[src/rtl/rww_reg_bank.sv]
// rww_reg_bank: key-protected register bank with CPU and logic write paths.
// CPU access is gated by mode enables; bank writes need a two-key unlock
// sequence at LOCK_ADDR. Logic writes (efuse path) ignore the lock.
// Optional macro RWW_REG_BANK_TIMEOUT_EN adds an idle counter that relocks
// the bank after TIMEOUT idle cycles in UNLOCKED.
module rww_reg_bank #(
  parameter int unsigned DW                = 8,
  parameter int unsigned AW                = 8,
  parameter int unsigned NUM_REG           = 4,
  parameter logic [AW-1:0] BASE_ADDR       = AW'(8'h10),
  parameter logic [AW-1:0] LOCK_ADDR       = AW'(8'h0F),
  parameter logic [DW-1:0] KEY0            = DW'(8'h5A),
  parameter logic [DW-1:0] KEY1            = DW'(8'hA5),
  parameter int unsigned TIMEOUT           = 255,
  parameter logic [NUM_REG*DW-1:0] DEFAULT_VAL = '0,
  parameter logic SUPPORT_TEST_MODE        = 1'b1,
  parameter logic SUPPORT_CFG_MODE         = 1'b1,
  parameter logic SUPPORT_SPI_EN           = 1'b1
) (
  input  logic                  i_clk,
  input  logic                  i_rst,
  input  logic                  i_wen,
  input  logic                  i_ren,
  input  logic [AW-1:0]         i_addr,
  input  logic [DW-1:0]         i_wdata,
  input  logic                  i_test_st_reg_en,
  input  logic                  i_cfg_st_reg_en,
  input  logic                  i_spi_ctrl_reg_en,
  input  logic                  i_efuse_ctrl_reg_en,
  input  logic [NUM_REG-1:0]    i_lgc_wen,
  input  logic [NUM_REG*DW-1:0] i_lgc_wdata,
  output logic [DW-1:0]         o_rdata,
  output logic                  o_rvalid,
  output logic [NUM_REG*DW-1:0] o_reg_data,
  output logic                  o_locked,
  output logic                  o_wr_err
);

  if (NUM_REG < 1 || NUM_REG > 16) begin : g_bad_num_reg
    $error("rww_reg_bank: NUM_REG must be in 1..16");
  end
  if (TIMEOUT < 1 || TIMEOUT > 65535) begin : g_bad_timeout
    $error("rww_reg_bank: TIMEOUT must be in 1..65535");
  end

  typedef enum logic [1:0] {
    LOCKED   = 2'd0,
    KEY_WAIT = 2'd1,
    UNLOCKED = 2'd2
  } lock_state_t;

  lock_state_t          state, state_nxt;
  logic                 permitted;
  logic                 cpu_wr;
  logic                 lock_hit;
  logic                 bank_hit;
  logic [AW-1:0]        offset;
  logic                 bank_wr_ok;
  logic                 wr_drop;
  logic                 timeout;
  logic [NUM_REG-1:0]   cpu_sel;
  logic [DW-1:0]        rd_val;
  logic [DW-1:0]        regs [NUM_REG];

  assign permitted = (i_test_st_reg_en  & SUPPORT_TEST_MODE) |
                     (i_cfg_st_reg_en   & SUPPORT_CFG_MODE)  |
                     (i_spi_ctrl_reg_en & SUPPORT_SPI_EN);
  assign cpu_wr    = i_wen & permitted;
  // Addresses below BASE_ADDR wrap to large offsets, so one compare covers both ends.
  assign offset    = i_addr - BASE_ADDR;
  assign bank_hit  = (offset < AW'(NUM_REG));
  assign lock_hit  = (i_addr == LOCK_ADDR);
  assign o_locked  = (state != UNLOCKED);

`ifdef RWW_REG_BANK_TIMEOUT_EN
  localparam logic [15:0] IDLE_LAST = 16'(TIMEOUT - 1);
  logic [15:0] idle_cnt;

  assign timeout = (state == UNLOCKED) && !cpu_wr && (idle_cnt == IDLE_LAST);

  // Idle counter: runs only while UNLOCKED, restarts on any permitted CPU write.
  always_ff @(posedge i_clk) begin
    if (i_rst || (state != UNLOCKED) || cpu_wr || timeout) begin
      idle_cnt <= '0;
    end else begin
      idle_cnt <= idle_cnt + 16'd1;
    end
  end
`else
  assign timeout = 1'b0;
`endif

  // Lock state register.
  always_ff @(posedge i_clk) begin
    if (i_rst) begin
      state <= LOCKED;
    end else begin
      state <= state_nxt;
    end
  end

  // Lock transitions and qualification of CPU bank writes.
  always_comb begin
    state_nxt  = state;
    bank_wr_ok = 1'b0;
    wr_drop    = 1'b0;
    case (state)
      LOCKED: begin
        if (cpu_wr) begin
          if (lock_hit) begin
            if (i_wdata == KEY0) state_nxt = KEY_WAIT;
          end else begin
            wr_drop = bank_hit;
          end
        end
      end
      KEY_WAIT: begin
        // Any permitted write ends the key sequence; only KEY1 at LOCK_ADDR completes it.
        if (cpu_wr) begin
          state_nxt = (lock_hit && (i_wdata == KEY1)) ? UNLOCKED : LOCKED;
          wr_drop   = bank_hit;
        end
      end
      UNLOCKED: begin
        if (cpu_wr) begin
          if (lock_hit) state_nxt = LOCKED;
          else          bank_wr_ok = bank_hit;
        end else if (timeout) begin
          state_nxt = LOCKED;
        end
      end
      default: state_nxt = LOCKED;
    endcase
  end

  // Per-register CPU write select.
  always_comb begin
    cpu_sel = '0;
    for (int unsigned k = 0; k < NUM_REG; k++) begin
      cpu_sel[k] = bank_wr_ok && (offset == AW'(k));
    end
  end

  // Read data source: lock state, bank register, or zero.
  always_comb begin
    rd_val = '0;
    if (permitted) begin
      if (lock_hit) begin
        rd_val = DW'(state);
      end else begin
        for (int unsigned k = 0; k < NUM_REG; k++) begin
          if (offset == AW'(k)) rd_val = regs[k];
        end
      end
    end
  end

  // Register storage: CPU write beats logic write; a dropped CPU write lets logic through.
  always_ff @(posedge i_clk) begin
    if (i_rst) begin
      for (int unsigned k = 0; k < NUM_REG; k++) begin
        regs[k] <= DEFAULT_VAL[k*DW +: DW];
      end
    end else begin
      for (int unsigned k = 0; k < NUM_REG; k++) begin
        if (cpu_sel[k]) begin
          regs[k] <= i_wdata;
        end else if (i_lgc_wen[k] && i_efuse_ctrl_reg_en) begin
          regs[k] <= i_lgc_wdata[k*DW +: DW];
        end
      end
    end
  end

  // Registered read response and write-error pulse.
  always_ff @(posedge i_clk) begin
    if (i_rst) begin
      o_rvalid <= 1'b0;
      o_rdata  <= '0;
      o_wr_err <= 1'b0;
    end else begin
      o_rvalid <= i_ren;
      o_wr_err <= wr_drop;
      if (i_ren) o_rdata <= rd_val;
    end
  end

  // Flatten register contents onto the packed output bus.
  always_comb begin
    o_reg_data = '0;
    for (int unsigned k = 0; k < NUM_REG; k++) begin
      o_reg_data[k*DW +: DW] = regs[k];
    end
  end

endmodule
[config.mk]
export PLATFORM = sky130hd
export DESIGN_NAME = rww_reg_bank
export DESIGN_NICKNAME = d
export VERILOG_FILES = /design/src/rtl/rww_reg_bank.sv
export SDC_FILE = /design/constraint.sdc
export NUM_CORES = 1
export LEC_CHECK = 0
export BUFFER_PORTS_ARGS = -buffer_cell sky130_fd_sc_hd__buf_2
export CAP_MARGIN = 10
export CORE_UTILIZATION = 45
export CTS_BUF_LIST = sky130_fd_sc_hd__clkbuf_8
export DETAILED_ROUTE_END_ITERATION = 12
export GPL_TIMING_DRIVEN = 0
export PLACE_DENSITY_LB_ADDON = 0.25
export SETUP_SLACK_MARGIN = 0.02
export SLEW_MARGIN = 5
export SYNTH_ARGS = -nofsm -noshare
export SYNTH_HDL_FRONTEND = slang
export SYNTH_SLANG_ARGS = --single-unit
[constraint.sdc]
create_clock -name i_clk -period 4.5 [get_ports i_clk]
set_input_delay 0.9 -clock i_clk [delete_from_list [all_inputs] [get_ports i_clk]]
set_output_delay 0.9 -clock i_clk [all_outputs]
set_load 0.05 [all_outputs]
==> flow_results.org <==
** CTS
- Buffers inserted by post-CTS timing repair :: 0
- Root buffer cell :: sky130_fd_sc_hd__clkbuf_8
- The clock passes through at most 2 buffers.
- H-tree depth :: 2
- Clock-pin slew was measured on the worst setup and hold paths at 0.09 ns.
- TritonCTS built the clock tree.
- Clock tree synthesis inserted a total of 5 buffers.
- Buffers inserted to repair hold after CTS numbered 0.
- Clock network latency to the later pin of the worst-skew pair :: 0.29 ns
- CTS saw 44 sinks.
- Number of cells upsized or downsized after cts :: 0

** STA
- RSZ-0062 raised after global routing :: false
- Final count of pins violating max slew :: 0
- Share of the cycle needed by the critical path after routing :: 56.25%
- On the final layout, the worst clock skew is 0.005811 ns.
- The final-report hold violation count is 0.
- Setup violations remaining at the end of the flow were counted as 0.
- Slew at the pin closest to its max-slew limit :: 0.7094 ns
- Aggregate negative setup slack :: 0 ns
- Timing-limited maximum frequency :: 395.1 MHz
- Tmin final :: 2.531 ns
- The worst pin sits at a relative slew slack of 52.71%.

** Route
- Residual DRC :: 0
- In the routed layout, each cell is associated on average with a via count of 5.177.
- Length of routed met2 wiring :: 3.264 mm
- In the final routing, the length of wire on met1 measures 2.615 mm.
- The final layout contains routed wiring with a total length of 6.315 mm.
- WL/cell :: 16.40 um
- Met3 routed WL :: 382 um
- The final route contains 1,993 vias.
- Top layer in use :: met4
- Number of routed nets with antenna violations :: 0
- Count of TritonRoute iterations in the first routing pass :: 5
- Initial DRC Count :: 98

** Critical path
- Largest stage delay on the critical path :: 0.42 ns
- Critical register-to-register path startpoint :: state[1]
- Worst path depth :: 6
- Traced cell by cell, the critical path runs through buf_2 > nor4b_4 > nand4_4 > nor3b_2 > buf_6 > or3_1.
- In this run the worst setup path begins at i_addr[3].
- Kind of end point of the critical path :: flop
- The setup check on the worst reg-to-reg path leaves a slack of 2.45 ns.
- The slowest stage of the critical path belongs to the cell sky130_fd_sc_hd__or3_1.
- The worst setup path is launched from an input port.
- Worst Path Arrival :: 2.47 ns
- Together, buffers and inverters on the worst path number 2.
- Data on the critical path is required at its endpoint by 4.44 ns.
- Grouping stages by cell kind, the critical path spends the most delay in simple AND/OR/NAND/NOR gates.
- By startpoint and endpoint, the worst setup path is classified as input port to flop.
- Top fanout value on the critical path :: 9
- R2R Path End :: regs[2][2]
- Capture point of the worst path :: regs[2][2]
- Measured in cells, the most critical reg-to-reg path has a length of 5.

** Placed design
- RD Place Congestion :: 0.8655
- The placed instances occupy a cell area of 2964 um2.
- After legalization and detailed placement, the total HPWL measured 4.694 mm.
- During placement, the flow inserted port buffers numbering 102.

** Worst hold path
- The startpoint identified for the worst hold timing path is o_rdata[4].
- Hold Crit Class :: flop to flop

** Pwr
- Final Power :: 0.0009391 W
- Dividing total power by cell area gives a power density of 304.9 nW/um2.
- Leak :: 1.273 nW
- The worst-case IR drop observed on VDD is 178.2 uV.

** Global routing
- The first global-routing pass estimated 9.101 mm of wire.
- The number of global-route vias before repair came to 1,797.
- Pin count of the biggest net entering global routing :: 14
- Global-route usage over all layers :: 23.34%
- Number of antenna violations at the first check in global routing :: 0
- Grt total ovfl :: 0

** Layout
- Commonest non-fill, non-tap cell in the layout :: sky130_fd_sc_hd__buf_2
- Post-route cell area :: 3080 um2
- Share of cells above drive strength 1 :: 40.32%
- Highest-count cells in the layout ignoring fill and taps :: sky130_fd_sc_hd__buf_2 (103), sky130_fd_sc_hd__nand2_1 (44), sky130_fd_sc_hd__mux2i_1 (32), sky130_fd_sc_hd__edfxtp_1 (32)
- The area growth from synthesis to layout is 30.20%.
- Inserted Diodes :: 0
- At the end of the flow the core is filled with cells to 60.70%.
- At the end of the flow, the number of nets in the layout was 374.

** Yosys
- The mapped netlist covers 2366 um2.
- Compound-Gate Fraction of Synth Area :: 2.856%
- In this run, synthesis inferred 32 flip-flops with an integrated enable.
- By area, the combinational part of the netlist is dominated by simple AND/OR/NAND/NOR gates.
- Synthesis produced a netlist with a net count of 265.
- Mean area per synthesized cell :: 11.54 um2
- In the synthesized netlist, mux cells make up 20.68% of the area.
- Simple-gate share of the synthesized area :: 22.63%
- Post-Syn Instances :: 205
- The synthesized netlist devotes 0% of its cell area to XOR and XNOR gates.
- Adder-Cell Fraction of Synth Area :: 0%
- In this run the biggest area consumer among cell types represents 40.61% of the synthesized area.
- Area contributors post-synth :: sky130_fd_sc_hd__edfxtp_1 (41%), sky130_fd_sc_hd__mux2i_1 (14%), sky130_fd_sc_hd__dfxtp_1 (10%)
- Post-synth cell types :: 35
- The synthesized design contains 44 register bits.
- Warning count from the yosys run :: 0
- Most area-hungry cell type in the Yosys netlist :: sky130_fd_sc_hd__edfxtp_1
- Of all flip-flops after synthesis, the portion carrying an async set or reset was 0%.
- Among all flip-flop cells after synthesis, the most frequent one is sky130_fd_sc_hd__edfxtp_1.
- Part of the Yosys area used for sequential elements :: 50.77%

** Die
- After floorplanning, the core was sized to cover 5075 um2.
- Die extent in x :: 74.51 um
- DIE AREA :: 5552 um2
- Starting Density :: 46.62%
- Vertical die dimension :: 74.51 um
- The initialized floorplan defines 26 standard-cell rows.
- For this design the top-level I/O count stands at 103.

** Status
- The flow ran to the end, and the final reports show no timing, DRC or antenna violations.

** Job
- Max-cap violations :: 0
==> Yosys cell counts, types with 2 or more instances <==
library cell,n
sky130_fd_sc_hd__clkbuf_1,2
sky130_fd_sc_hd__edfxtp_1,32
sky130_fd_sc_hd__nand2b_1,12
sky130_fd_sc_hd__buf_1,4
sky130_fd_sc_hd__mux4_2,7
sky130_fd_sc_hd__nand3_1,6
sky130_fd_sc_hd__nor4_1,2
sky130_fd_sc_hd__buf_4,2
sky130_fd_sc_hd__inv_1,5
sky130_fd_sc_hd__nor2_4,2
sky130_fd_sc_hd__nor3_1,2
sky130_fd_sc_hd__or3_1,5
sky130_fd_sc_hd__and3b_1,2
sky130_fd_sc_hd__nor2_1,4
sky130_fd_sc_hd__dfxtp_1,12
sky130_fd_sc_hd__nor2b_1,2
sky130_fd_sc_hd__mux2i_1,32
sky130_fd_sc_hd__o21ai_0,7
sky130_fd_sc_hd__nand4_1,2
sky130_fd_sc_hd__nand2_1,44
sky130_fd_sc_hd__and2_1,5
==> power breakdown <==
group	switching, W	internal [W]	leakage (nW)
registers	0.00000827	0.000452	0.441
clock network	0.000133	0.000179	0.0588
logic	0.000113	0.0000534	0.773
total	0.000255	0.000684	1.27
==> final cells by class <==
class / count / area, um2
multi-input combinational: 146 / 1092
clock inverter: 2 / 33.78
timing repair buffer: 102 / 510.5
tap: 70 / 87.58
sequential: 44 / 1201
inverter: 5 / 18.77
clock buffer: 6 / 82.58
fill: 459 / 1994
buffer: 10 / 53.80
==> kinds of logic after synthesis <==
family                 count (synthesis)
buffers and inverters                 15
AND/OR/NAND/NOR                       95
AO/OA/AOI/OAI                         11
flip-flops                            44
multiplexers                          40
==> through the flow <==
step	hold slack [ns]	setup WS, ns	std cells
final	0.4522	1.969	385
after global routing	0.4845	1.923	385
after CTS	0.4597	1.969	385
after detailed placement	0.4393	1.659	377
after global placement	0.4276	1.704	377
after floorplan	0.4792	1.993	205
==> per-layer routing <==
layer / track usage [%] / vias to the layer above
li1: - / 961
met1: 29.55 / 939
met2: 41.74 / 86
met3: 3.659 / 7
met4: 5.660 / 0
met5: 0 / -
==> flip-flops by register name (all words and copies together) (netlist names) <==
name      flops
regs         32
o_rdata       8
o_rvalid      1
o_wr_err      1
state         2
==> worst min-delay path by stage <==
stage | to | cells past startpoint
after global routing | o_rdata[6] | 2
final | o_rdata[4] | 2
after global placement | o_rdata[6] | 2
after detailed placement | o_rdata[4] | 2
after CTS | o_rdata[4] | 2
after floorplan | o_wr_err | 1
==> worst register-to-register path: stages (launching register included) <==
cell and delay [ns]:
sky130_fd_sc_hd__dfxtp_1 0.42, sky130_fd_sc_hd__and3b_1 0.24, sky130_fd_sc_hd__nand4_4 0.17, sky130_fd_sc_hd__nor3b_2 0.25
sky130_fd_sc_hd__buf_6 0.20, sky130_fd_sc_hd__or3_1 0.42
Power figures use the tool's default switching activity.
